### src/rtl/sub_seq_clk_if.sv
// Start/busy/done handshake and operand/result bus for the sliced subtractor.
// The controller drives the master side and the subtractor owns the slave side.
interface sub_seq_clk_if #(
    parameter int unsigned WIDTH = 32
);
    logic             start;
    logic [WIDTH-1:0] a;
    logic [WIDTH-1:0] b;
    logic             bi;
    logic             busy;
    logic             done;
    logic [WIDTH-1:0] d;
    logic             bo;
    logic             ov;

    modport master (
        output start, a, b, bi,
        input  busy, done, d, bo, ov
    );

    modport slave (
        input  start, a, b, bi,
        output busy, done, d, bo, ov
    );
endinterface

### src/rtl/sub_seq_clk.sv
// Multi-cycle subtractor d = a - b - bi, one SLICE-bit slice per clock, LSB first.
// The results are registered at the DONE-entry edge, so partial slices are never visible.
module sub_seq_clk #(
    parameter int unsigned WIDTH = 32,
    parameter int unsigned SLICE = 8
) (
    input  logic         clk,
    input  logic         reset_n,
    sub_seq_clk_if.slave bus
);
    localparam int unsigned NSLICE = WIDTH / SLICE;
    localparam int unsigned CNT_W  = (NSLICE > 1) ? $clog2(NSLICE) : 1;
    localparam logic [CNT_W-1:0] LAST_CNT = CNT_W'(NSLICE - 1);

    typedef enum logic [1:0] {
        ST_IDLE = 2'd0,
        ST_CALC = 2'd1,
        ST_DONE = 2'd2
    } state_t;

    state_t                        r_state;
    state_t                        w_state_nxt;
    logic [NSLICE-1:0][SLICE-1:0]  r_a;
    logic [NSLICE-1:0][SLICE-1:0]  r_b;
    logic [NSLICE-1:0][SLICE-1:0]  r_acc;
    logic                          r_borrow;
    logic [CNT_W-1:0]              r_cnt;
    logic [WIDTH-1:0]              r_d;
    logic                          r_bo;
    logic                          r_ov;

    logic [SLICE:0]                w_sum;
    logic                          w_borrow_nxt;
    logic                          w_last;
    logic                          w_ov;
    logic [NSLICE-1:0][SLICE-1:0]  w_acc_full;

    // Slice subtract as a + ~b + ~borrow; carry-out low means a borrow into the next slice
    always_comb begin
        w_sum        = {1'b0, r_a[r_cnt]} + {1'b0, ~r_b[r_cnt]} + {{SLICE{1'b0}}, ~r_borrow};
        w_borrow_nxt = ~w_sum[SLICE];
        w_last       = (r_cnt == LAST_CNT);
        w_acc_full   = r_acc;
        w_acc_full[r_cnt] = w_sum[SLICE-1:0];
        w_ov         = (r_a[NSLICE-1][SLICE-1] != r_b[NSLICE-1][SLICE-1]) &&
                       (w_acc_full[NSLICE-1][SLICE-1] != r_a[NSLICE-1][SLICE-1]);
    end

    always_ff @(posedge clk or negedge reset_n) begin
        if (!reset_n) begin
            r_state <= ST_IDLE;
        end else begin
            r_state <= w_state_nxt;
        end
    end

    always_comb begin
        w_state_nxt = r_state;
        case (r_state)
            ST_IDLE: if (bus.start) w_state_nxt = ST_CALC;
            ST_CALC: if (w_last)    w_state_nxt = ST_DONE;
            ST_DONE:                w_state_nxt = ST_IDLE;
            default:                w_state_nxt = ST_IDLE;
        endcase
    end

    // Operand capture, slice accumulation and result load
    always_ff @(posedge clk or negedge reset_n) begin
        if (!reset_n) begin
            r_a      <= '0;
            r_b      <= '0;
            r_acc    <= '0;
            r_borrow <= 1'b0;
            r_cnt    <= '0;
            r_d      <= '0;
            r_bo     <= 1'b0;
            r_ov     <= 1'b0;
        end else if (r_state == ST_IDLE) begin
            if (bus.start) begin
                r_a      <= bus.a;
                r_b      <= bus.b;
                r_borrow <= bus.bi;
                r_cnt    <= '0;
            end
        end else if (r_state == ST_CALC) begin
            r_acc[r_cnt] <= w_sum[SLICE-1:0];
            r_borrow     <= w_borrow_nxt;
            r_cnt        <= r_cnt + CNT_W'(1);
            if (w_last) begin
                r_d  <= w_acc_full;
                r_bo <= w_borrow_nxt;
                r_ov <= w_ov;
            end
        end
    end

    // busy/done decode straight from the state flops
    assign bus.busy = (r_state == ST_CALC);
    assign bus.done = (r_state == ST_DONE);
    assign bus.d    = r_d;
    assign bus.bo   = r_bo;
    assign bus.ov   = r_ov;

endmodule

### src/flat_wrapper.sv
// flat-port wrapper written by rule: the top's interface ports become plain ports
module sub_seq_clk_flat 
#(
    parameter int unsigned WIDTH = 32,
    parameter int unsigned SLICE = 8
)
  (clk, reset_n, bus_start, bus_a, bus_b, bus_bi, bus_busy, bus_done, bus_d, bus_bo, bus_ov);
  sub_seq_clk_if #(.WIDTH(WIDTH)) bus_i ();
  input  logic clk;
  input  logic reset_n;
  input wire logic [$bits(bus_i.start)-1:0] bus_start;
  input wire logic [$bits(bus_i.a)-1:0] bus_a;
  input wire logic [$bits(bus_i.b)-1:0] bus_b;
  input wire logic [$bits(bus_i.bi)-1:0] bus_bi;
  output wire logic [$bits(bus_i.busy)-1:0] bus_busy;
  output wire logic [$bits(bus_i.done)-1:0] bus_done;
  output wire logic [$bits(bus_i.d)-1:0] bus_d;
  output wire logic [$bits(bus_i.bo)-1:0] bus_bo;
  output wire logic [$bits(bus_i.ov)-1:0] bus_ov;
  assign bus_i.start = bus_start;
  assign bus_i.a = bus_a;
  assign bus_i.b = bus_b;
  assign bus_i.bi = bus_bi;
  assign bus_busy = bus_i.busy;
  assign bus_done = bus_i.done;
  assign bus_d = bus_i.d;
  assign bus_bo = bus_i.bo;
  assign bus_ov = bus_i.ov;
  sub_seq_clk #(.WIDTH(WIDTH), .SLICE(SLICE)) u_core (.clk(clk), .reset_n(reset_n), .bus(bus_i));
endmodule
### config.mk
export PLATFORM = sky130hd
export DESIGN_NAME = sub_seq_clk_flat
export DESIGN_NICKNAME = d
export VERILOG_FILES = /design/src/rtl/sub_seq_clk_if.sv /design/src/rtl/sub_seq_clk.sv /design/src/flat_wrapper.sv
export SDC_FILE = /design/constraint.sdc
export NUM_CORES = 1
export LEC_CHECK = 0
export ABC_AREA = 0
export CAP_MARGIN = 20
export CORE_ASPECT_RATIO = 1.75
export CORE_MARGIN = 2
export CORE_UTILIZATION = 56
export DETAILED_ROUTE_END_ITERATION = 10
export GPL_TIMING_DRIVEN = 1
export MAX_ROUTING_LAYER = met4
export PLACE_DENSITY = 0.84
export SLEW_MARGIN = 15
export SYNTH_ARGS = -nofsm -noshare
export SYNTH_HDL_FRONTEND = slang
export SYNTH_SLANG_ARGS = --single-unit
### constraint.sdc
create_clock -name clk -period 8.4 [get_ports clk]
set_input_delay 0.84 -clock clk [delete_from_list [all_inputs] [get_ports clk]]
set_output_delay 0.84 -clock clk [all_outputs]
set_load 0.02 [all_outputs]
Word-level counts from Yosys, hierarchy flattened
Cells that the tools add are included.
{ "word_totals": {"register_bits": 135, "inputBits": 68, "output_inout_bits": 36} }
{ "classes": {"add_sub_neg": 3, "magnitude_cmp": 2, "eq_ne": 7, "muxes": 16, "bitwise": 4, "n_reduce_logical": 9} }
{ "op_table": {"columns": ["cell", "n"], "rows": [
  ["$bmux 8 s2", 2],
  ["$bwmux 32", 1],
  ["$mux 8", 3],
  ["$demux 8 s2", 1],
  ["$mux 2", 5],
  ["$add 8x8->9", 1],
  ["$add 9x1->9", 1],
  ["$not 8->8", 1],
  ["$reduce_and 2->1", 4],
  ["$eq 2x2->1 const B", 2],
  ["$pmux 2 s2", 1],
  ["$lt 2x3->1 const B", 1],
  ["$mux 1", 3],
  ["$not 1->1", 3],
  ["$reduce_and 3->1", 1],
  ["$add 2x1->2 const B", 1],
  ["$eq 2x1->1 const B", 1],
  ["$ge 2x1->1 const B", 1],
  ["$logic_and 1x1->1", 2],
  ["$logic_not 2->1", 1],
  ["$ne 1x1->1", 2],
  ["$ne 2x1->1 const B", 1],
  ["$ne 2x2->1 const B", 1],
  ["$reduce_bool 2->1", 1]
]} }

Depth between registers and ports, before layout
Gate-level depths: netlist of the first run.
{ "logic_depth": {"ltp_word": 8, "depth_mapped": 10} }

Least setup slack after synthesis of the first run
No wires, ideal clock.
{ "synth_path": {"path_kind": "register to register", "from": "register u_core.r_cnt[0]", "to": "register u_core.r_bo (netlist: u_core.bus.bo)", "arrival_time_ps": 3189, "required_ps": 8305, "setup_slack_ps": 5116, "path_stages_with_launch": 11, "path_buffers": 2, "synth_period_minus_slack_ps": 3284, "cell_sequence": "dfrtp_1 > buf_2 > buf_2 > mux4_2 > fa_1 > fa_1 > a211oi_1 > nor2_1 > o31a_1 > o21a_1 > o31ai_1"} }
{ "synth_between": {"elab_chain_cells": 6, "elab_cells_between_ends": 10, "classes_between": "2 x add/sub; 1 x eq/ne; 4 x mux; 2 x bitwise; 1 x reduce/logical"} }
{ "synth_lines": {"columns": ["item", "line_no", "text"], "rows": [
  ["start: declaration", "sub_seq_clk.sv:27", "logic [CNT_W-1:0] r_cnt;"],
  ["start signal: assignment", "sub_seq_clk.sv:88", "r_cnt <= r_cnt + CNT_W'(1);"],
  ["$bmux 8 s2", "sub_seq_clk.sv:40", "w_sum = {1'b0, r_a[r_cnt]} + {1'b0, ~r_b[r_cnt]} + {{SLICE{1'b0}}, ~r_borrow};"],
  ["$mux 8 (not written as such)", "sub_seq_clk.sv:40", null],
  ["$not 8->8", "sub_seq_clk.sv:40", null],
  ["$add 8x8->9", "sub_seq_clk.sv:40", null],
  ["$add 9x1->9", "sub_seq_clk.sv:40", null],
  ["$not 1->1", "sub_seq_clk.sv:41", "w_borrow_nxt = ~w_sum[SLICE];"],
  ["end signal: assignment", "sub_seq_clk.sv:91", "r_bo <= w_borrow_nxt;"],
  ["end: declaration", "sub_seq_clk.sv:29", "logic r_bo;"]
]} }
Several ways; a longest one is shown, not always the timed one. The select of a mux whose other input is x is not followed.
A chain may end at the register's enable or synchronous reset.

Final worst setup path of the first run
{ "layout_path": {"from": "register u_core.r_cnt[0]", "to": "register u_core.r_d[22] (netlist: u_core.bus.d[22])"} }
{ "layout_between": {"elab_chain_cells": 6, "elab_cells_between_ends": 15, "classes_between": "2 x add/sub; 2 x order compare; 1 x eq/ne; 7 x mux; 1 x bitwise; 2 x reduce/logical"} }
{ "layout_lines": {"columns": ["item", "line_no", "text"], "rows": [
  ["$bmux 8 s2", "sub_seq_clk.sv:40", null],
  ["$mux 8 (not written as such)", "sub_seq_clk.sv:40", null],
  ["$not 8->8", "sub_seq_clk.sv:40", null],
  ["$add 8x8->9", "sub_seq_clk.sv:40", null],
  ["$add 9x1->9", "sub_seq_clk.sv:40", null],
  ["$bwmux 32", "sub_seq_clk.sv:44", "w_acc_full[r_cnt] = w_sum[SLICE-1:0];"],
  ["end signal: assignment", "sub_seq_clk.sv:90", "r_d <= w_acc_full;"],
  ["end: declaration", "sub_seq_clk.sv:28", "logic [WIDTH-1:0] r_d;"]
]} }
Several ways; a longest one is shown, not always the timed one. The select of a mux whose other input is x is not followed.

==> impl_results.md, run 1 <==
- Status: completed
- CP Cell Sequence: mux4_2 > fa_1 > fa_1 > a211oi_1 > nor2_1 > o31a_1 > a21o_1 > o21ai_0
- WP data arrival: 3770 ps
- Post-synth top cells: nand2_1 (257), dfrtp_1 (127), o21ai_0 (53)
- First-pass GRT wire length: 22.7 mm
- Drc violations: 0
- Hold depth: 2
- DIE WIDTH: 80.7 um
- Root buffer cell: clkbuf_16
- H-tree depth: 4
- RSZ-0062 raised after global routing: false
- Hold WC Path Type: flip-flop to flip-flop
- Layout Cells excl Fill: 825
- Core area: 10100 um^2
- Avg Cell Area, Syn: 9.73 um^2
- CTS tree: built
- Post-route cell area: 7470 um^2
- Placed Instances: 792
- Diodes inserted: 0
- Worst R2R Start: u_core.r_cnt[0]
- Leakage power: 3.54 nW
- Initial Util: 56.9%
- Number of synthesized flops with an enable pin: 0
- Rows: 49
- RR Endpoint: u_core.bus.d[22]
- CP endpoint kind: flip-flop
- Endpoints failing setup: 0
- Cts hold-fix bufs: 0
- Total GRT Usage: 27.8%
- Worst-path clk slew: 50 ps
- WP data required: 8710 ps
- Total wire length: 14.1 mm
- HP Start: u_core.r_a[23]
- Largest net degree at the start of global routing: 67
- DR pass1 iterations: 8
- Top cells by area, synth: dfrtp_1 (55%), nand2_1 (17%), mux4_2 (6.3%)
- Port bufs: 103
- CTS Buf Count: 17
- Worst Hold Path EP: u_core.r_a[23]
- Setup WS pre-CTS: 4630 ps
- Detailed placement HPWL: 9.16 mm
- Peak per-stage delay on the critical path: 760 ps
- Max_slew headroom: 42.5%
- I/O pin count: 104
- FILL cells: 670
- Top-count cell post-synth: nand2_1
- Startpoint types: flip-flop
- Maxcap violations: 0
- Via density: 5.50
- Number of synthesis warnings: 0
- Remaining antenna violation count: 0
- Maximum vdd ir drop: 0.000282 V
- Clk buf depth: 2
- CTS resizes: 0
- Slew Limit Fails: 0
- Power, Total: 0.00384 W
- Final Critical Period: 3450 ps
- Setup ws final: 4950 ps
- GPL Wtd Cong: 0.874
- Async set or reset register ratio after synthesis: 100%
- Top-area cell type share of the netlist area: 55.2%
- Vias in the first global route: 4764
- Height of the die: 138 um
- P per Cell Area: 514 nW/um^2
- Initial DRC Count: 376
- Tightest Pin Transition: 862 ps
- Routed vias: 4541
- Total negative slack: 0 ps
- Synth Cell Area: 5760 um^2
- Top cell by count, worst path: fa_1
- Clk Latency, worst-skew pair: 410 ps
- Final #Nets: 767
- FF+latch count, synth: 127
- Syn Inst Count: 592
- Worst reg2reg setup slack: 4950 ps
- Crit-path slowest cell: dfrtp_2
- Largest area contributor in the netlist: dfrtp_1
- Crit share post-route: 41.1%
- Area growth syn-to-layout: 29.8%
- Fraction of layout cells with a size suffix above 1: 8.60%
- DIE AREA: 11100 um^2
- Critical path class: flip-flop to flip-flop
- Post-CTS Setup Bufs: 0
- Final hold violations: 0
- Grt ovf: 0
- Crit-path max FO: 21
- Primary FF master, synth: dfrtp_1
- TritonCTS Sinks: 127
- Yosys cell types: 38
- DP Area: 6830 um^2
- Fmax: 290 MHz
- Seq/Total Area, Yosys: 55.2%
- Cell count of the worst reg-to-reg path: 8
- WL/cell: 17.0 um
- Setup Skew: 5.82 ps
- Antenna violations before repair: 0
- Post-synth net total: 673
[layout make-up]
| cell class | instances | area [um^2] | share of cell area (%) |
|---|---|---|---|
| inverter | 16 | 60.1 | 0.804 |
| tap | 127 | 159 | 2.13 |
| multi-input combinational | 417 | 2390 | 32.0 |
| sequential | 127 | 3180 | 42.5 |
| clock buffer | 26 | 509 | 6.81 |
| timing repair buffer | 107 | 1100 | 14.7 |
| clock inverter | 5 | 77.6 | 1.04 |
[through the flow]
| stage | hold WS (ps) | util [%] |
|---|---|---|
| after floorplan | 440 | - |
| after global placement | 454 | 67.5 |
| after detailed placement | 459 | 67.5 |
| after CTS | 474 | 73.3 |
| after global routing | 487 | 73.9 |
| final | 473 | 73.9 |
[state kept, by name, indices dropped and copies added (netlist names)]
| register | count |
|---|---|
| u_core.bus.bo | 1 |
| u_core.bus.d | 32 |
| u_core.bus.ov | 1 |
| u_core.r_a | 32 |
| u_core.r_acc | 24 |
| u_core.r_b | 32 |
| u_core.r_borrow | 1 |
| u_core.r_cnt | 2 |
| u_core.r_state | 2 |
[worst max-delay path: cells and delay by family, from the launching register on]
kind,cells,cell delay (ps)
AND/OR/NAND/NOR,1,100
flip-flops,1,760
multiplexers,1,600
adder cells (fa/ha/maj),2,950
AO/OA/AOI/OAI,4,940
[logic make-up (layout without fill, tap and decap cells)]
| logic type | Yosys count | in the layout | share of synthesized area, % |
|---|---|---|---|
| multiplexers | 37 | 37 | 10.0 |
| AO/OA/AOI/OAI | 88 | 88 | 8.95 |
| flip-flops | 127 | 127 | 55.2 |
| adder cells (fa/ha/maj) | 13 | 13 | 3.09 |
| XOR/XNOR | 7 | 7 | 1.06 |
| buffers and inverters | 48 | 154 | 3.37 |
| AND/OR/NAND/NOR | 272 | 272 | 18.3 |
[layer usage]
metal / wire length, um / up-vias / GRT usage, %
met4: 747 / 0 / 16.0
met2: 7780 / 174 / 46.9
met5: 0 / - / -
met3: 690 / 53 / 6.40
met1: 4840 / 2187 / 29.1
li1: - / 2127 / -
[where the power goes]
part	leakage (nW)	internal [W]	switching, W
clock network	0.286	0.000474	0.000248
logic	1.68	0.000822	0.00118
registers	1.57	0.000909	0.000214
[placed cells by master, fill, tap and decap left out, types with 5 or more instances in the layout]
cell	n
o21a_1	5
ha_1	11
clkbuf_16	17
mux2_2	6
clkbuf_8	5
inv_1	14
mux2i_1	15
dfrtp_1	126
clkdlybuf4s50_1	102
mux4_2	16
a21oi_1	14
o21ai_0	53
nor2_1	5
nand2_1	256
[worst max-delay path by stage]
stage,start,to,slack [ps],cells after the start
3_3_place_gp,u_core.r_cnt[0],u_core.bus.ov,4740,7
3_5_place_dp,u_core.r_cnt[0],u_core.bus.d[22],4630,8
6_report,u_core.r_cnt[0],u_core.bus.d[22],4950,8
2_1_floorplan,u_core.r_cnt[0],u_core.bus.bo,5120,10
4_1_cts,u_core.r_cnt[0],u_core.bus.d[4],4570,8
5_1_grt,u_core.r_cnt[0],u_core.bus.d[18],4710,7
Note: power is estimated with default switching activity, not from simulation.
==> run 2: changes to the inputs <==
Settings changed: CORE_UTILIZATION 56 to 52, PLACE_DENSITY 0.84 to 0.79.
Clock period 8.4 ns to 3.5 ns, I/O delays scaled along.
==> impl_results.md, run 2 (synthesis gave the netlist of run 1 again) <==
- Status: finished, violations left
- Failing checks: hold timing
- Clk network pwr share: 21.8% (+3.0 points)
- Fraction of layout cells with a size suffix above 1: 9.39% (+0.79 points)
- Leakage power: 3.61 nW (+2.1%)
- Endpoints failing setup: 0 (unchanged)
- Crit-path max FO: 14 (-33%)
- Cts hold-fix bufs: 0 (unchanged)
- CP endpoint kind: flip-flop
- Final Critical Period: 3240 ps (-214 ps)
- First-pass GRT wire length: 23.0 mm (+1.2%)
- Hold_ws: -25.7 ps (-499 ps)
- Grt ovf: 0 (unchanged)
- Final #Nets: 772 (+0.65%)
- Tightest Pin Transition: 689 ps (-173 ps)
- Startpoint types: flip-flop
- Core area: 10800 um^2 (+6.4%)
- CTS tree: built
- Root buffer cell: clkbuf_16
- Largest net degree at the start of global routing: 75 (+12%)
- Fmax: 309 MHz (+6.6%)
- Port bufs: 103 (unchanged)
- WL/cell: 17.5 um (+2.4%)
- H-tree depth: 4 (unchanged)
- Slew Limit Fails: 0 (unchanged)
- WP data required: 3820 ps (-4890 ps)
- Seq pwr share: 27.7% (-1.5 points)
- Most frequent cells in the layout: nand2_1 (256), dfrtp_1 (126), clkdlybuf4s50_1 (102)
- Sw Ratio: 41.2% (-1.4 points)
- Vias in the first global route: 4740 (-0.50%)
- Remaining antenna violation count: 0 (unchanged)
- Sw power: 0.00399 W (+140%)
- Final hold violations: 51 (+51)
- Total negative slack: 0 ps (unchanged)
- Max_slew headroom: 54.1% (+12 points)
- I/O pin count: 104 (unchanged)
- Hold WC Path Type: input pin to async pin
- Worst-path clk slew: 60 ps (about the same)
- Diodes inserted: 0 (unchanged)
- Crit share post-route: 92.5% (+51 points)
- Total wire length: 14.5 mm (+3.4%)
- Worst R2R Start: u_core.r_cnt[1]
- Routed vias: 4589 (+1.1%)
- DIE AREA: 12000 um^2 (+7.4%)
- Layout Cells excl Fill: 833 (+0.97%)
- CTS Buf Count: 17 (unchanged)
- Critical path class: flip-flop to flip-flop
- Area growth syn-to-layout: 32.4%
- Comb pwr share: 50.5% (-1.5 points)
- Placed Instances: 801 (+1.1%)
- Cell count of the worst reg-to-reg path: 8 (unchanged)
- DR pass1 iterations: 7 (-1)
- DIE WIDTH: 83.5 um (+3.6%)
- Worst reg2reg setup slack: 260 ps (-4690 ps)
- P per Cell Area: 1270 nW/um^2 (+150%)
- TritonCTS Sinks: 127 (unchanged)
- Setup Skew: 6.72 ps (+0.899 ps)
- Initial Util: 53.5% (-3.4 points)
- Maxcap violations: 0 (unchanged)
- Antenna violations before repair: 0 (unchanged)
- Clk Latency, worst-skew pair: 420 ps (about the same)
- Detailed placement HPWL: 9.86 mm (+7.6%)
- Initial DRC Count: 299 (-20%)
- Total GRT Usage: 25.9% (-1.9 points)
- Height of the die: 143 um (+3.7%)
- Drc violations: 0 (unchanged)
- WP data arrival: 3560 ps (-210 ps)
- Via density: 5.51 (about the same)
- Most common cell after layout, fill and taps aside: nand2_1
- Clk buf depth: 2 (unchanged)
- Int Power: 0.00569 W (+160%)
- Rows: 50 (+2.0%)
- GPL Wtd Cong: 0.832 (-4.8%)
- RR Endpoint: u_core.r_acc[22]
- Maximum vdd ir drop: 0.000777 V (+180%)
- RSZ-0062 raised after global routing: false
run 2: worst max-delay path by stage:
stage          slack (ps)            start  cells after the start                to
3_5_place_dp          250  u_core.r_cnt[0]                      8     u_core.bus.ov
2_1_floorplan         220  u_core.r_cnt[0]                     10     u_core.bus.bo
3_3_place_gp          380  u_core.r_cnt[0]                      8     u_core.bus.ov
4_1_cts               190  u_core.r_cnt[0]                      8     u_core.bus.ov
6_report              260  u_core.r_cnt[1]                      8  u_core.r_acc[22]
5_1_grt               120  u_core.r_cnt[1]                      9     u_core.bus.ov
run 2: repair_timing:
item | CTS | global route
setup buffers | 0 | 0
endpoints found under the setup margin | 0 | 1
hold endpoints to repair | 0 | 0
resized for setup | 0 | 1
run 2: per-layer routing:
metal  GRT usage [%]  up-vias  wire length, um
li1                -     2142                -
met4            12.0        0              643
met2            47.9      168             8200
met1            25.6     2229             5020
met3            6.07       50              670
met5               -        -                0
run 2: worst max-delay path: stages, from the launching register on:
cell and delay [ps]:
dfrtp_1 740, mux4_2 420, fa_1 450, fa_1 460
a211oi_1 240, nor2_1 100, o31a_1 260, a21o_1 250
o21ai_0 210
run 2: through the flow:
stage          area (um^2)  util [%]  total power [W]  setup slack, ps
2_1_floorplan         5760         -          0.00584              216
3_3_place_gp          6890      64.0          0.00719              380
3_5_place_dp          6890      64.0          0.00743              249
4_1_cts               7590      70.5          0.00961              191
5_1_grt               7620      70.8           0.0103              117
6_report              7620      70.8          0.00968              261
run 2: area by class of cell:
cell class                      count  area, um^2
Sequential cell                   127        3180
Multi-Input combinational cell    417        2390
Tap cell                          130         163
Clock buffer                       20         437
Fill cell                         790        3140
Inverter                           16        60.1
Clock inverter                     11         262
Timing Repair Buffer              112        1130
run 2: power groups by stage:
stage          clock [W]  sequential [W]  combinational (W)
4_1_cts          0.00211         0.00266            0.00484
3_3_place_gp           0         0.00263            0.00456
5_1_grt          0.00218         0.00275            0.00532
2_1_floorplan          0         0.00268            0.00316
3_5_place_dp           0         0.00267            0.00476
6_report         0.00211         0.00268            0.00488
